### src/rtl/stopwatch_bcd_core.sv
// ---------------------------------------------------------------------------
// stopwatch_bcd_core
//   Stopwatch time-keeping core. Counts rollover pulses from the upstream
//   10 ms timer into a BCD MM:SS.CC value. It also provides run/pause/lap
//   control and a lap-freeze display latch.
//
//   Ports
//     clk          system clock
//     rst_n        asynchronous active-low reset
//     tick         one-cycle pulse from the 10 ms timer
//     start_stop   one-cycle pulse, run/pause toggle
//     lap          one-cycle pulse, freeze/unfreeze display
//     clear        one-cycle pulse, zero count (IDLE/PAUSE only)
//     disp_digits  {m10,m1,s10,s1,c10,c1}, 4-bit BCD each
//     running      high in RUN or LAP
//     frozen       high in LAP
//     overflow     sticky, set when the count wraps past MIN_LIMIT:59.99
//
//   state | meaning
//   IDLE  | stopped at zero, waiting for start
//   RUN   | counting, display live
//   LAP   | counting, display shows the lap latch
//   PAUSE | stopped, count held, clear allowed
// ---------------------------------------------------------------------------
module stopwatch_bcd_core #(
   parameter int TICK_DIV  = 1,
   parameter int MIN_LIMIT = 59
) (
   input  logic        clk,
   input  logic        rst_n,
   input  logic        tick,
   input  logic        start_stop,
   input  logic        lap,
   input  logic        clear,
   output logic [23:0] disp_digits,
   output logic        running,
   output logic        frozen,
   output logic        overflow
);

   typedef enum logic [1:0] {
      IDLE  = 2'd0,
      RUN   = 2'd1,
      LAP   = 2'd2,
      PAUSE = 2'd3
   } state_t;

   localparam logic [7:0] DIV_MAX = 8'(TICK_DIV - 1);
   localparam logic [3:0] MIN10   = 4'(MIN_LIMIT / 10);
   localparam logic [3:0] MIN1    = 4'(MIN_LIMIT % 10);

   state_t      state_q, state_d;
   logic [3:0]  m10_q, m1_q, s10_q, s1_q, c10_q, c1_q;
   logic [3:0]  m10_d, m1_d, s10_d, s1_d, c10_d, c1_d;
   logic [7:0]  div_q, div_d;
   logic [23:0] lap_q, lap_d;
   logic [23:0] disp_q, disp_d;
   logic        ovf_q, ovf_d;
   logic        run_q, run_d;
   logic        frz_q, frz_d;

   logic        count_en;
   logic        clear_cnt;
   logic [23:0] cnt_now;
   logic [23:0] cnt_next;

   assign cnt_now  = {m10_q, m1_q, s10_q, s1_q, c10_q, c1_q};
   assign cnt_next = {m10_d, m1_d, s10_d, s1_d, c10_d, c1_d};

   // Counting is qualified by the registered state, so a start pulse does
   // not count its own coincident tick, while a stop pulse does.
   assign count_en = tick && ((state_q == RUN) || (state_q == LAP));

   always_comb begin
      state_d   = state_q;
      lap_d     = lap_q;
      clear_cnt = 1'b0;
      unique case (state_q)
         IDLE: begin
            // clear outranks start_stop; it has no effect here beyond that
            if (!clear && start_stop) state_d = RUN;
         end
         RUN: begin
            if (start_stop) begin
               state_d = PAUSE;
            end else if (lap) begin
               state_d = LAP;
               lap_d   = cnt_now;
            end
         end
         LAP: begin
            if (start_stop)  state_d = PAUSE;
            else if (lap)    state_d = RUN;
         end
         PAUSE: begin
            if (clear) begin
               state_d   = IDLE;
               clear_cnt = 1'b1;
            end else if (start_stop) begin
               state_d = RUN;
            end
         end
         default: state_d = IDLE;
      endcase
   end

   always_comb begin
      m10_d = m10_q;
      m1_d  = m1_q;
      s10_d = s10_q;
      s1_d  = s1_q;
      c10_d = c10_q;
      c1_d  = c1_q;
      div_d = div_q;
      ovf_d = ovf_q;
      if (count_en) begin
         if (div_q == DIV_MAX) begin
            div_d = 8'd0;
            if (c1_q != 4'd9) begin
               c1_d = c1_q + 4'd1;
            end else begin
               c1_d = 4'd0;
               if (c10_q != 4'd9) begin
                  c10_d = c10_q + 4'd1;
               end else begin
                  c10_d = 4'd0;
                  if (s1_q != 4'd9) begin
                     s1_d = s1_q + 4'd1;
                  end else begin
                     s1_d = 4'd0;
                     if (s10_q != 4'd5) begin
                        s10_d = s10_q + 4'd1;
                     end else begin
                        s10_d = 4'd0;
                        if ((m10_q == MIN10) && (m1_q == MIN1)) begin
                           m10_d = 4'd0;
                           m1_d  = 4'd0;
                           ovf_d = 1'b1;
                        end else if (m1_q != 4'd9) begin
                           m1_d = m1_q + 4'd1;
                        end else begin
                           m1_d  = 4'd0;
                           m10_d = m10_q + 4'd1;
                        end
                     end
                  end
               end
            end
         end else begin
            div_d = div_q + 8'd1;
         end
      end
      if (clear_cnt) begin
         m10_d = 4'd0;
         m1_d  = 4'd0;
         s10_d = 4'd0;
         s1_d  = 4'd0;
         c10_d = 4'd0;
         c1_d  = 4'd0;
         div_d = 8'd0;
         ovf_d = 1'b0;
      end
   end

   // Outputs are registered copies of next-state values so they move on
   // the same edge as the count they describe.
   always_comb begin
      disp_d = (state_d == LAP) ? lap_d : cnt_next;
      run_d  = (state_d == RUN) || (state_d == LAP);
      frz_d  = (state_d == LAP);
   end

   always_ff @(posedge clk or negedge rst_n) begin
      if (!rst_n) begin
         state_q <= IDLE;
         m10_q   <= 4'd0;
         m1_q    <= 4'd0;
         s10_q   <= 4'd0;
         s1_q    <= 4'd0;
         c10_q   <= 4'd0;
         c1_q    <= 4'd0;
         div_q   <= 8'd0;
         lap_q   <= 24'd0;
         disp_q  <= 24'd0;
         ovf_q   <= 1'b0;
         run_q   <= 1'b0;
         frz_q   <= 1'b0;
      end else begin
         state_q <= state_d;
         m10_q   <= m10_d;
         m1_q    <= m1_d;
         s10_q   <= s10_d;
         s1_q    <= s1_d;
         c10_q   <= c10_d;
         c1_q    <= c1_d;
         div_q   <= div_d;
         lap_q   <= lap_d;
         disp_q  <= disp_d;
         ovf_q   <= ovf_d;
         run_q   <= run_d;
         frz_q   <= frz_d;
      end
   end

   assign disp_digits = disp_q;
   assign running     = run_q;
   assign frozen      = frz_q;
   assign overflow    = ovf_q;

endmodule

### config.mk
export PLATFORM = sky130hd
export DESIGN_NAME = stopwatch_bcd_core
export DESIGN_NICKNAME = d
export VERILOG_FILES = /design/src/rtl/stopwatch_bcd_core.sv
export SDC_FILE = /design/constraint.sdc
export NUM_CORES = 1
export LEC_CHECK = 0
export ABC_AREA = 1
export CAP_MARGIN = 20
export CORE_ASPECT_RATIO = 1.5
export CORE_MARGIN = 3
export CORE_UTILIZATION = 35
export CTS_BUF_LIST = sky130_fd_sc_hd__clkbuf_8
export CTS_CLUSTER_DIAMETER = 80
export DETAILED_ROUTE_END_ITERATION = 7
export GPL_TIMING_DRIVEN = 0
export PLACE_DENSITY = 0.6
export RECOVER_POWER = 25
export SLEW_MARGIN = 20
export SYNTH_ARGS = -nofsm -noshare
export SYNTH_HDL_FRONTEND = slang
export SYNTH_SLANG_ARGS = --single-unit
export TNS_END_PERCENT = 1
### constraint.sdc
create_clock -name clk -period 2.03 [get_ports clk]
set_input_delay 0.406 -clock clk [delete_from_list [all_inputs] [get_ports clk]]
set_output_delay 0.406 -clock clk [all_outputs]
set_load 0.02 [all_outputs]
Word level (Yosys, flattened, before mapping):

Index checks and enable logic that the tools add are counted.

* memory bits (read-only): 0
* output and inout port bits: 27
* bits in latches: 0
* memories: 0
* RAM bits: 0
* flip-flop bits (word level): 85
* bits of input ports: 6

* bitwise operators: 0
* shift operators: 0
* muxes and demuxes: 65
* reductions and logical operators: 12
* div/mod/pow operators: 0
* order comparisons: 0
* multipliers: 0
* add/sub/neg operators: 7
* equality and inequality tests: 16

Operators with widths (number)
* $mux 4: 40
* $mux 24: 4
* $add 4x1->4 const B: 6
* $mux 8: 3
* $ne 4x4->1 const B: 4
* $mux 2: 7
* $mux 1: 10
* $add 8x1->8 const B: 1
* $logic_not 8->1: 1
* $ne 2x2->1 const B: 4
* $pmux 2 s4: 1
* $reduce_and 7->1: 1
* $eq 2x2->1 const B: 3
* $reduce_bool 2->1: 3
* $eq 2x1->1 const B: 2
* $eq 4x3->1 const B: 1
* $eq 4x4->1 const B: 1
* $ne 4x3->1 const B: 1
* $logic_and 1x1->1: 3
* $logic_not 2->1: 1
* $logic_or 1x1->1: 2
* $logic_not 1->1: 1

Logic depth before layout (Yosys ltp):

Gate-level depths: netlist of the first run.

* depth after elaboration: 11
* gate-level depth with buffers: 12

Worst setup path before layout of the first run:

Ideal clock, no wire load.

* path type: reg2reg
* start point: register state_q[1]
* end point: register disp_q[21] (netlist: disp_digits[21])
* arrival time: 1812 ps
* buffers on the path: 1
* slack: 153 ps
* required time: 1965 ps
* stages on the path, launching flop included: 13
* path through: dfrtp_1 -> inv_1 -> ha_1 -> inv_1 -> o221ai_1 -> nand2_1 -> a21oi_1 -> inv_1 -> ha_1 -> inv_1 -> clkbuf_8 -> nand4_1 -> nand2_1

* elaborated cells on any way between the ends: 20

RTL lines
* start, declared: RTL line 52 `state_t state_q, state_d;`
* start signal, assigned: RTL line 189 `state_q <= state_d;`
* $eq 2x2->1, or another cell as far along: RTL line 78 `unique case (state_q)`
* $pmux 2 s4 (*): RTL line 78
* via state_d[0]: RTL line 52
* $eq 2x2->1 (*)
* via frz_d: RTL line 60 `logic frz_q, frz_d;`
* $mux 24 (*): RTL line 168 `disp_d = (state_d == LAP) ? lap_d : cnt_next;`
* via disp_d[21]: RTL line 57 `logic [23:0] disp_q, disp_d;`
* end signal, assigned: RTL line 198 `disp_q <= disp_d;`
* end, declared: RTL line 57

The timed path passes the listed nets; every way through them passes the cells marked *.
A chain may end at the register's enable or synchronous reset.

Worst setup path after layout of the first run:

* start point: register state_q[0]
* end point: register disp_q[21] (netlist: disp_digits[21])

Same word-level chain as after synthesis.

==> results of run 1 <==
## flip-flops by register name, indices dropped and copies added, names as in the netlist, 2 cells and up
| name | cells |
|---|---|
| m1_q | 4 |
| disp_digits | 24 |
| s10_q | 4 |
| m10_q | 4 |
| c10_q | 4 |
| lap_q | 24 |
| c1_q | 4 |
| state_q | 2 |
| s1_q | 4 |
| div_q | 8 |
## power breakdown
group          switching (mW)  leakage, nW  total, mW  internal, mW
registers               0.200         1.15       2.26          2.06
logic                    1.81         1.33       2.83          1.01
clock network           0.629       0.0943       1.23         0.597
## per-stage QoR
step	setup WS [ps]	std cells
after detailed placement	-647	719
after global routing	-9.80	739
after CTS	3.70	735
after global placement	-2600	718
final	75.1	739
after floorplan	153	533
## per-layer routing
layer | wire (um) | vias up | global-route usage, %
met2 | 6000 | 63 | 29.9
li1 | - | 1792 | -
met5 | 0 | - | 0
met4 | 264 | 0 | 7.15
met1 | 4390 | 1748 | 18.0
met3 | 283 | 22 | 3.18
## kinds of logic after synthesis
group                    after synthesis  synth area share [%]
XOR/XNOR                               5                  1.00
adder cells (fa/ha/maj)               17                  4.87
buffers and inverters                 75                  7.47
AND/OR/NAND/NOR                      287                  30.1
flip-flops                            85                  48.7
AO/OA/AOI/OAI                         64                  7.87
## layout by cell type (no fill, tap or decap), types with 5 or more instances in the layout
master / instances
sky130_fd_sc_hd__inv_2: 9
sky130_fd_sc_hd__buf_4: 5
sky130_fd_sc_hd__nor2_1: 33
sky130_fd_sc_hd__nand4_1: 7
sky130_fd_sc_hd__clkdlybuf4s50_1: 31
sky130_fd_sc_hd__inv_1: 48
sky130_fd_sc_hd__nand2_1: 162
sky130_fd_sc_hd__buf_2: 6
sky130_fd_sc_hd__nand2_2: 7
sky130_fd_sc_hd__dfrtp_1: 84
sky130_fd_sc_hd__xor2_1: 5
sky130_fd_sc_hd__o21ai_0: 35
sky130_fd_sc_hd__nor2_2: 10
sky130_fd_sc_hd__clkbuf_8: 10
sky130_fd_sc_hd__a21oi_1: 19
sky130_fd_sc_hd__ha_1: 15
sky130_fd_sc_hd__nand3_1: 41
## path summary, 6_finish.rpt
path                            slack (ps)        from         endpoint  cells after the start
worst max register to register          80  state_q[0]  disp_digits[21]                     10
worst min-delay path                   240       rst_n        lap_q[17]                      1
min in group clk                       500    lap_q[2]         lap_q[2]                      2
max in group asynchronous              510       rst_n       state_q[0]                      2
worst max-delay path                    80  state_q[0]  disp_digits[21]                     10
worst min register to register         500    lap_q[2]         lap_q[2]                      2
## worst max-delay path: stages (launching register included)
cell and delay (ps):
sky130_fd_sc_hd__dfrtp_2 430, sky130_fd_sc_hd__buf_4 150, sky130_fd_sc_hd__ha_4 150, sky130_fd_sc_hd__inv_1 110, sky130_fd_sc_hd__o211ai_1 120, sky130_fd_sc_hd__o211a_1 270, sky130_fd_sc_hd__ha_4 210, sky130_fd_sc_hd__inv_8 90
sky130_fd_sc_hd__clkbuf_16 160, sky130_fd_sc_hd__nand4_1 100, sky130_fd_sc_hd__nand2_1 80
## cell type report
cell class / count / share of cell area [%]
Inverter: 60 / 4.55
Clock inverter: 6 / 1.20
Tap cell: 153 / 3.66
Buffer: 15 / 2.40
Multi-Input combinational cell: 373 / 38.1
Clock buffer: 10 / 2.63
Sequential cell: 85 / 40.7
Timing Repair Buffer: 37 / 6.75
## what timing repair did
action                     4_1_cts  5_1_grt
pin swaps                        0        2
gates resized for setup         10       19
setup buffers                    0        4
setup endpoints to repair       23       30
==> results list, run 1 <==
- Final Max Slew Viols: 0
* F_max: 0.512 GHz
- Leakage power of the design: 2.57 nW
* Arrival time of data at the critical path endpoint: 2260 ps
* Largest net degree at the start of global routing: 46
- Worst hold slack: 239 ps
* Max Root-Sink Buffers: 2
* Detailed Route WL: 10900 um
- Share of the core filled with cells: 43.3%
- Required time at the worst-slack endpoint: 2340 ps
* Hold Crit Class: input port to async pin
* Floorplan die area: 13900 um^2
- In the final timing run, aggregate negative setup slack is 0 ps.
* GRT Util Overall: 16.2%
- Hold violation total from the final report: 0
- Mapped cell area: 4370 um^2
- Number of input and output port buffers inserted: 32
- Summed over all layers, the global routing overflow is 0.
- Crit path kind: flip-flop to flip-flop
- Ant diodes: 0
* Cell area after layout: 5220 um^2
- EDFF count, synth: 0
- Post-synth top area cell: sky130_fd_sc_hd__dfrtp_1
- Number of setup violations in the final report: 0
- Worst Path Max Fanout: 10
- The worst setup path is launched from a flip-flop.
- I/O Pins: 33
* Run status: finished clean
* Fraction of layout cells with a size suffix above 1: 14.0%
- The initialized floorplan defines 49 standard-cell rows.
- The tool flagged a number of max-cap violations equal to 0.
- The number of global-route vias before repair was 3691.
- Effective utilization at floorplan: 36.2%
* Final critical delay including setup and external delays: 1950 ps
* Sink Count: 85
- At the end of the flow, the number of nets in the layout was 604.
- Average cell area after synthesis: 8.20 um^2
- Worst clock skew on the final layout: 9.51 ps
* Final weighted congestion in routability-driven placement: 0.838
- Number of CTS-inserted buffers: 9
- The number of nets in the synthesized netlist is 556.
- Cts-stage hold buffer count: 0
- The later pin in the worst-skew pair is clocked with a latency of 370 ps.
- Final HPWL DP: 7860 um
- The H-tree generated during clock tree synthesis spans 3 levels.
- The number of antenna violations at the first check in global routing came to 0.
- Sequential elements use 48.7% of the synthesized area.
- Synth Warn #: 0
- Die X: 97.3 um
- Most used standard cells in the synthesized netlist: sky130_fd_sc_hd__nand2_1, sky130_fd_sc_hd__dfrtp_1, sky130_fd_sc_hd__inv_1
- Counting flops with an async set or reset pin after synthesis yields a share of 100%.
- Most frequent cell after synthesis: sky130_fd_sc_hd__nand2_1
- The synthesized design devotes to its leading area cell type 48.7% of total area.
- The final critical path takes up 96.3% of the cycle.
- Core box area: 12100 um^2
- The area growth from synthesis to layout is 19.5%.
- Using the TritonRoute via totals, the vias-per-cell ratio works out to 4.91.
- After clock tree synthesis, the clock-pin slew on the worst setup and hold paths is 90 ps.
* Kind of end point of the critical path: flip-flop
- DRC: 0
- CTS placed an instance of sky130_fd_sc_hd__clkbuf_8 at the clock tree root.
* Dominant register cell in the synthesized netlist: sky130_fd_sc_hd__dfrtp_1
- Measured along the y axis, the die boundary spans 143 um.
- Number of library cell types mapped by synthesis: 37
- At the pin with the least slew margin, the transition time is 1120 ps.
- Instance area after placement: 4900 um^2
- Dividing the detail-routed wire length by the instance count gives 14.8 um.
- In the post-synthesis netlist, the biggest area contributors are sky130_fd_sc_hd__dfrtp_1, sky130_fd_sc_hd__nand2_1, sky130_fd_sc_hd__nand3_1, sky130_fd_sc_hd__ha_1, sky130_fd_sc_hd__inv_1.
* Sequential cell area in the final layout: 2130 um^2
- Number of routed nets with antenna violations: 0
- TritonCTS built the clock tree.
* First-pass DRT Iterations: 4
* Worst supply voltage drop on vdd: 0.00108 V
* Initial drt markers: 218
- In the synthesized netlist, the number of instances is 533.
- Global-route wire length before repair: 17800 um
* Total power density per cell area: 1210 nW/um^2
- Headroom to the max-slew limit came out at 25.2%.
- Area of the multi-input gates: 1990 um^2
- After filler insertion, the fill cell instance count of the layout stands at 1184.
* Register bit total from synthesis: 85
- Overall via count from detail_route: 3625
- Total power: 6.32 mW
(Power assumes the default switching activity.)
==> run 2, diff against run 1 <==
--- a/config.mk
+++ b/config.mk
@@ -9,12 +9,11 @@
 export CAP_MARGIN = 20
 export CORE_ASPECT_RATIO = 1.5
 export CORE_MARGIN = 3
-export CORE_UTILIZATION = 35
+export CORE_UTILIZATION = 44
 export CTS_BUF_LIST = sky130_fd_sc_hd__clkbuf_8
-export CTS_CLUSTER_DIAMETER = 80
 export DETAILED_ROUTE_END_ITERATION = 7
 export GPL_TIMING_DRIVEN = 0
-export PLACE_DENSITY = 0.6
+export PLACE_DENSITY = 0.71
 export RECOVER_POWER = 25
 export SLEW_MARGIN = 20
 export SYNTH_ARGS = -nofsm -noshare
==> results list, run 2 (synthesis gave the netlist of run 1 again) <==
- Int Pwr: 3.55 mW
- Worst setup slack after layout: 73.5 ps
- The clock passes through at most 2 buffers.
- Total power density per cell area: 1190 nW/um^2
- Via count of the first global-routing pass: 3793
- The number of antenna violations at the first check in global routing is 0.
* Initial drt markers: 219
* Hold Crit Class: input port to async pin
- Portion of total power attributed to the clock network: 17.9%
* Vias per cell: 5.21
- Commonest non-fill, non-tap cell in the layout: sky130_fd_sc_hd__nand2_1
* Floorplan die area: 11200 um^2
* I/O Pins: 33
- Share of the core filled with cells: 53.9%
- Number of max-cap violations: 0
- The first global-routing pass estimated 17200 um of wire.
- Worst hold slack: 201 ps
- List of cells traversed by the critical path: inv_2 > ha_1 > inv_1 > o221ai_2 > nand2_1 > a21oi_2 > inv_1 > ha_4 > inv_6 > buf_4 > nand4_1 > nand2_1
- Summed over all nets, the switching power comes to 2.54 mW.
- Grt ovf: 0
* Leakage power of the design: 2.57 nW
- Max H-tree Level: 3
* Number of input and output port buffers inserted: 32
- Layout overhead on the synthesized area: 16.8%
* Root buffer cell: sky130_fd_sc_hd__clkbuf_8
* Average detailed-routed wire length per instance: 14.5 um
- The final number of max-transition violations is 0.
- The sequential cells in the finished layout cover a total of 2130 um^2.
* Seq pwr share: 37.2%
- Setup violations remaining at the end of the flow were counted as 0.
- Clock tree from TritonCTS: done
* Post-placement worst setup slack: -621 ps
- Across the routed clock network, the largest skew measured is 11.8 ps.
- Core box area: 9470 um^2
- Combinational logic burns 44.9% of the power.
- Crit path kind: flip-flop to flip-flop
* Clock network latency to the later pin of the worst-skew pair: 370 ps
- CTS saw 85 sinks.
- Worst Path Max Fanout: 7
* Worst relative slew slack: 33.6%
- Clock-pin slew was measured on the worst setup and hold paths at 80 ps.
* Area of the multi-input gates: 1960 um^2
* Final critical delay including setup and external delays: 1960 ps
- Ant diodes: 0
- Summing over every cut layer, the via total after detailed routing is 3640.
- The design draws 6.09 mW.
- Entering global routing, the biggest net connects 46 pins.
- Arrival time of data at the critical path endpoint: 2260 ps
* Worst supply voltage drop on vdd: 0.000994 V
* Final weighted congestion in routability-driven placement: 0.892
- DRC: 0
- The HPWL after detailed placement is 7460 um.
* Fraction of layout cells with a size suffix above 1: 12.9%
- In this run the core area contains 43 standard-cell rows.
- Slowest stage delay, CP: 410 ps
- The run finished with clean final reports.
* Most used cells in the layout excluding fill and tap cells: sky130_fd_sc_hd__nand2_1, sky130_fd_sc_hd__dfrtp_1, sky130_fd_sc_hd__inv_1, sky130_fd_sc_hd__nand3_1, sky130_fd_sc_hd__o21ai_0
- Once the floorplan was initialized, standard cells occupied 46.2% of the core.
- Critical Path Start Type: flip-flop
- Static timing analysis puts the maximum clock frequency at 0.511 GHz.
- Detailed Route WL: 10100 um
- In this run switching power makes up 41.6% of total power.
- The worst setup path is captured at a flip-flop.
- Period Utilization, post-route: 96.4%
- The die is 128 um tall.
* Number of CTS-inserted buffers: 9
- Number of routed nets with antenna violations: 0
* Cell with the largest stage delay on the worst path: sky130_fd_sc_hd__dfrtp_1
- Required time at the worst-slack endpoint: 2330 ps
- In the global route stage, overall resource usage came out at 19.6%.
* Number of nets in the final layout: 605
- Actual transition at the worst max-transition pin: 996 ps
* Die X: 87.4 um
- After filler insertion, the fill cell instance count of the layout stands at 897.
* Hold violation total from the final report: 0
- First-pass DRT Iterations: 4
- RSZ-0062 raised after global routing: true
[run 2: critical path, delay by kind of cell (launching register included)]
kind | cells | cell delay [ps]
AND/OR/NAND/NOR | 3 | 300
flip-flops | 1 | 410
adder cells (fa/ha/maj) | 2 | 390
AO/OA/AOI/OAI | 2 | 330
buffers and inverters | 5 | 480
[run 2: layout make-up]
class                           instances  area share, %
Clock buffer                           11           2.96
Multi-Input combinational cell        373           38.3
Sequential cell                        85           41.7
Inverter                               60           4.61
Timing Repair Buffer                   38           7.06
Tap cell                              112           2.74
Buffer                                 15           2.16
Clock inverter                          5          0.515
[run 2: what timing repair did]
item,CTS,global route
buffers inserted,2,3
hold buffers,0,0
gates resized for setup,10,12
pin swaps,0,1
setup endpoints to repair,23,33
[run 2: path summary, 6_finish.rpt]
check / from / endpoint / slack [ps] / cells past startpoint
min reg2reg: lap_q[17] / lap_q[17] / 500 / 2
max in group asynchronous: rst_n / disp_digits[19] / 570 / 2
min: rst_n / running / 200 / 1
max reg2reg: state_q[1] / disp_digits[13] / 70 / 12
max: state_q[1] / disp_digits[13] / 70 / 12
min in group clk: lap_q[17] / lap_q[17] / 500 / 2
[run 2: metal layers]
metal,up-vias,routed length (um),global-route usage [%]
met1,1763,4170,23.1
met3,19,334,3.47
li1,1797,-,-
met5,-,0,0
met2,61,5400,33.2
met4,0,228,10.9
[run 2: power by group through the flow]
stage / combinational, mW / clock (mW) / sequential, mW
floorplan: 1.58 / 0 / 2.38
global placement: 2.39 / 0 / 2.28
detailed placement: 2.48 / 0 / 2.29
CTS: 2.64 / 1.12 / 2.26
global route: 3.02 / 1.19 / 2.30
finish: 2.73 / 1.09 / 2.26
[run 2: stage by stage]
stage / cell area [um^2] / instances / TNS (ps)
after detailed placement: 4860 / 678 / -14160
final: 5110 / 699 / 0
after global routing: 5110 / 699 / -393
after floorplan: 4370 / 533 / 0
after CTS: 5080 / 696 / 0
after global placement: 4830 / 677 / -221680
==> run 3, diff against run 2 <==
--- a/config.mk
+++ b/config.mk
@@ -5,7 +5,6 @@
 export SDC_FILE = /design/constraint.sdc
 export NUM_CORES = 1
 export LEC_CHECK = 0
-export ABC_AREA = 1
 export CAP_MARGIN = 20
 export CORE_ASPECT_RATIO = 1.5
 export CORE_MARGIN = 3
==> results list, run 3 <==
- Most used standard cells in the synthesized netlist: sky130_fd_sc_hd__dfrtp_1, sky130_fd_sc_hd__nor2_1, sky130_fd_sc_hd__nand2_1
- Crit path kind: flip-flop to flip-flop
- Hold violation total from the final report: 0
- Global routing consumed, over all layers together, 19.3% of the routing resources.
- Among all flip-flop cells after synthesis, the most frequent one is sky130_fd_sc_hd__dfrtp_1.
- Number of routed nets with antenna violations: 0
- The cell count after synthesis came out at 387.
- Derived from the worst setup path, the maximum achievable clock frequency is 0.467 GHz.
- Ant diodes: 0
- The worst setup path is launched from a flip-flop.
- Detailed Route WL: 9430 um
- The worst register-to-register path has a depth of 13.
* Synth Warn #: 0
* Die X: 83.6 um
* Number of placement rows: 41
- Most repeated library cell on the critical path: sky130_fd_sc_hd__clkbuf_16
- After detailed routing, the average wire length per cell comes to 16.8 um.
- Overall die height: 122 um
- Layout overhead on the synthesized area: 30.7%
- Cell area after layout: 5190 um^2
- The initial utilization of the core area, before any placement, comes to 46.1%.
- Total power density per cell area: 1140 nW/um^2
* Cell with the largest stage delay on the worst path: sky130_fd_sc_hd__dfrtp_1
- The number of antenna violations at the first check in global routing is 0.
- Number of nets in the final layout: 472
- Most used cells in the layout excluding fill and tap cells: sky130_fd_sc_hd__dfrtp_1, sky130_fd_sc_hd__nor2_1, sky130_fd_sc_hd__nand2_1, sky130_fd_sc_hd__clkdlybuf4s50_1
* Overall via count from detail_route: 3137
- Setup repair after global routing could not meet its margin everywhere.
- For this run, the share of the core covered by cells in the final layout is 60.2%.
- Largest net degree at the start of global routing: 50
- Fraction of layout cells with a size suffix above 1: 26.7%
- The number of different library cells used by synthesis comes to 49.
- Once routing completed, OpenROAD measured the worst setup slack at -111 ps.
- Clock-pin slew on the worst setup and hold paths: 80 ps
* Floorplan die area: 10200 um^2
- Final HPWL DP: 5940 um
* Number of CTS-inserted buffers: 9
- The library cell used most frequently in the layout, excluding fill and tap cells, is sky130_fd_sc_hd__dfrtp_1.
- Summed over all nets, wire length on met3 after detailed routing comes to 335 um.
- Among all cell types in the netlist, the one instantiated most often is sky130_fd_sc_hd__dfrtp_1.
- Fraction of the yosys area taken by sequential cells: 53.5%
* Average cell area after synthesis: 10.3 um^2
- The number of nets in the synthesized netlist is 410.
- After global routing the overflow that remains totals 0.
* Arrival time of data at the critical path endpoint: 2390 ps
* Global-route wire length before repair: 15300 um
* Total power: 5.90 mW
* Number of setup violations in the final report: 27
- EDFF count, synth: 0
- Worst hold slack: 501 ps
- Length of routed met2 wiring: 5080 um
* Final Max Slew Viols: 0
- Final critical delay including setup and external delays: 2140 ps
* Number of max-cap violations: 0
- Instance area after placement: 4480 um^2
* Initial drt markers: 202
* Max Root-Sink Buffers: 2
- Run status: finished, violations left
* Routed length on met1: 3700 um
* List of cells traversed by the critical path: inv_2 > ha_4 > a21oi_2 > a31oi_1 > o22a_1 > o21a_1 > inv_1 > ha_2 > clkbuf_16 > clkinv_8 > nand2_8 > clkbuf_16 > o21ai_1
* Core box area: 8620 um^2
- VDD sags by at most 0.00118 V.
- The tightest min-delay check is of the flip-flop to flip-flop type.
- Register bit total from synthesis: 85
- Top-area cell type share of the netlist area: 53.5%
* Worst relative slew slack: 41.1%
- The synthesized netlist occupies a cell area of 3970 um^2.
* Root buffer cell: sky130_fd_sc_hd__clkbuf_8
- First-pass DRT Iterations: 4
- TritonCTS built the clock tree.
- For this design the static power due to leakage is 2.37 nW.
* Max H-tree Level: 3
- Along the worst hold path, the cell count comes to 1.
- Required time at the worst-slack endpoint: 2280 ps
- Proportion of synthesized flip-flops having asynchronous set or reset: 100%
- Buffers placed on the I/O ports in this run total 32.
* Number of placed instances with taps included: 527
* Actual transition at the worst max-transition pin: 883 ps
* Slowest stage delay, CP: 430 ps
* Final weighted congestion in routability-driven placement: 0.862
- Failing checks: negative setup slack
- The detailed router used layers up to and including met4.
- Vias per cell: 5.60
- Sink Count: 85
- The number of global-route vias before repair was 3142.
* Worst clock skew on the final layout: 9.32 ps
- Post-placement worst setup slack: -899 ps
- Total negative slack: -1950 ps
* Period Utilization, post-route: 105%
* Top cells by area, synth: sky130_fd_sc_hd__dfrtp_1, sky130_fd_sc_hd__ha_1, sky130_fd_sc_hd__nor2_1, sky130_fd_sc_hd__mux2_2, sky130_fd_sc_hd__nand2_1
- DRC: 0
- For the worst-skew pair, the clock arrives at the later sink with an insertion delay of 370 ps.
- The worst setup path is captured at a flip-flop.
* Final cell count without fillers: 560
- Of all cell types, the one taking the most synthesized area is sky130_fd_sc_hd__dfrtp_1.
- In this run the count of I/O pins placed on the die edge is 33.
- Worst Path Max Fanout: 8
run 3: path summary, 6_finish.rpt:
check                           start         endpoint  slack, ps
setup / recovery           state_q[0]  disp_digits[18]       -110
hold / removal              lap_q[12]        lap_q[12]        500
setup reg to reg           state_q[0]  disp_digits[18]       -110
hold reg to reg             lap_q[12]        lap_q[12]        500
max in group asynchronous       rst_n       state_q[1]        380
min in group asynchronous       rst_n  disp_digits[15]        680
run 3: final cells by class:
type                       instances  area (um^2)
timing repair buffer              51          494
clock buffer                       9          124
tap                              107          134
multi-input combinational        271         1990
inverter                          18         82.6
clock inverter                     6          105
fill                             696         3430
sequential                        85         2130
buffer                            13          128
run 3: critical path: cells and delay by family, from the launching register on:
family,cells,cell delay (ps)
AOI/OAI and AO/OA,5,580
DFF,1,430
buffers and inverters,5,550
and+or+nand+nor,1,90
adders and majority gates,2,370
run 3: layer usage:
metal,GRT usage [%],up-vias
met5,0,-
li1,-,1463
met2,33.9,78
met4,12.9,0
met3,2.42,19
met1,22.0,1577
run 3: timing repair:
action / 4_1_cts / 5_1_grt
resized for setup: 63 / 39
cloned: 2 / 0
setup buffers: 13 / 3
pin swaps: 13 / 10
hold buffers: 1 / 0
endpoints found under the setup margin: 59 / 45
hold endpoints to repair: 3 / 0
run 3: logic make-up after synthesis:
family | after synthesis | synth area share (%)
buffers and inverters | 32 | 3.02
XOR/XNOR | 6 | 1.32
adder cells (fa/ha/maj) | 17 | 5.35
AO/OA/AOI/OAI | 66 | 9.95
multiplexers | 27 | 7.34
AND/OR/NAND/NOR | 154 | 19.5
flip-flops | 85 | 53.5
run 3: where the power goes:
part / total [mW] / switching, mW / leakage (nW) / internal [mW]
Sequential: 2.06 / 0.136 / 1.16 / 1.92
Clock: 1.40 / 0.596 / 0.118 / 0.802
Combinational: 2.44 / 1.31 / 1.09 / 1.12
Total: 5.90 / 2.05 / 2.37 / 3.85
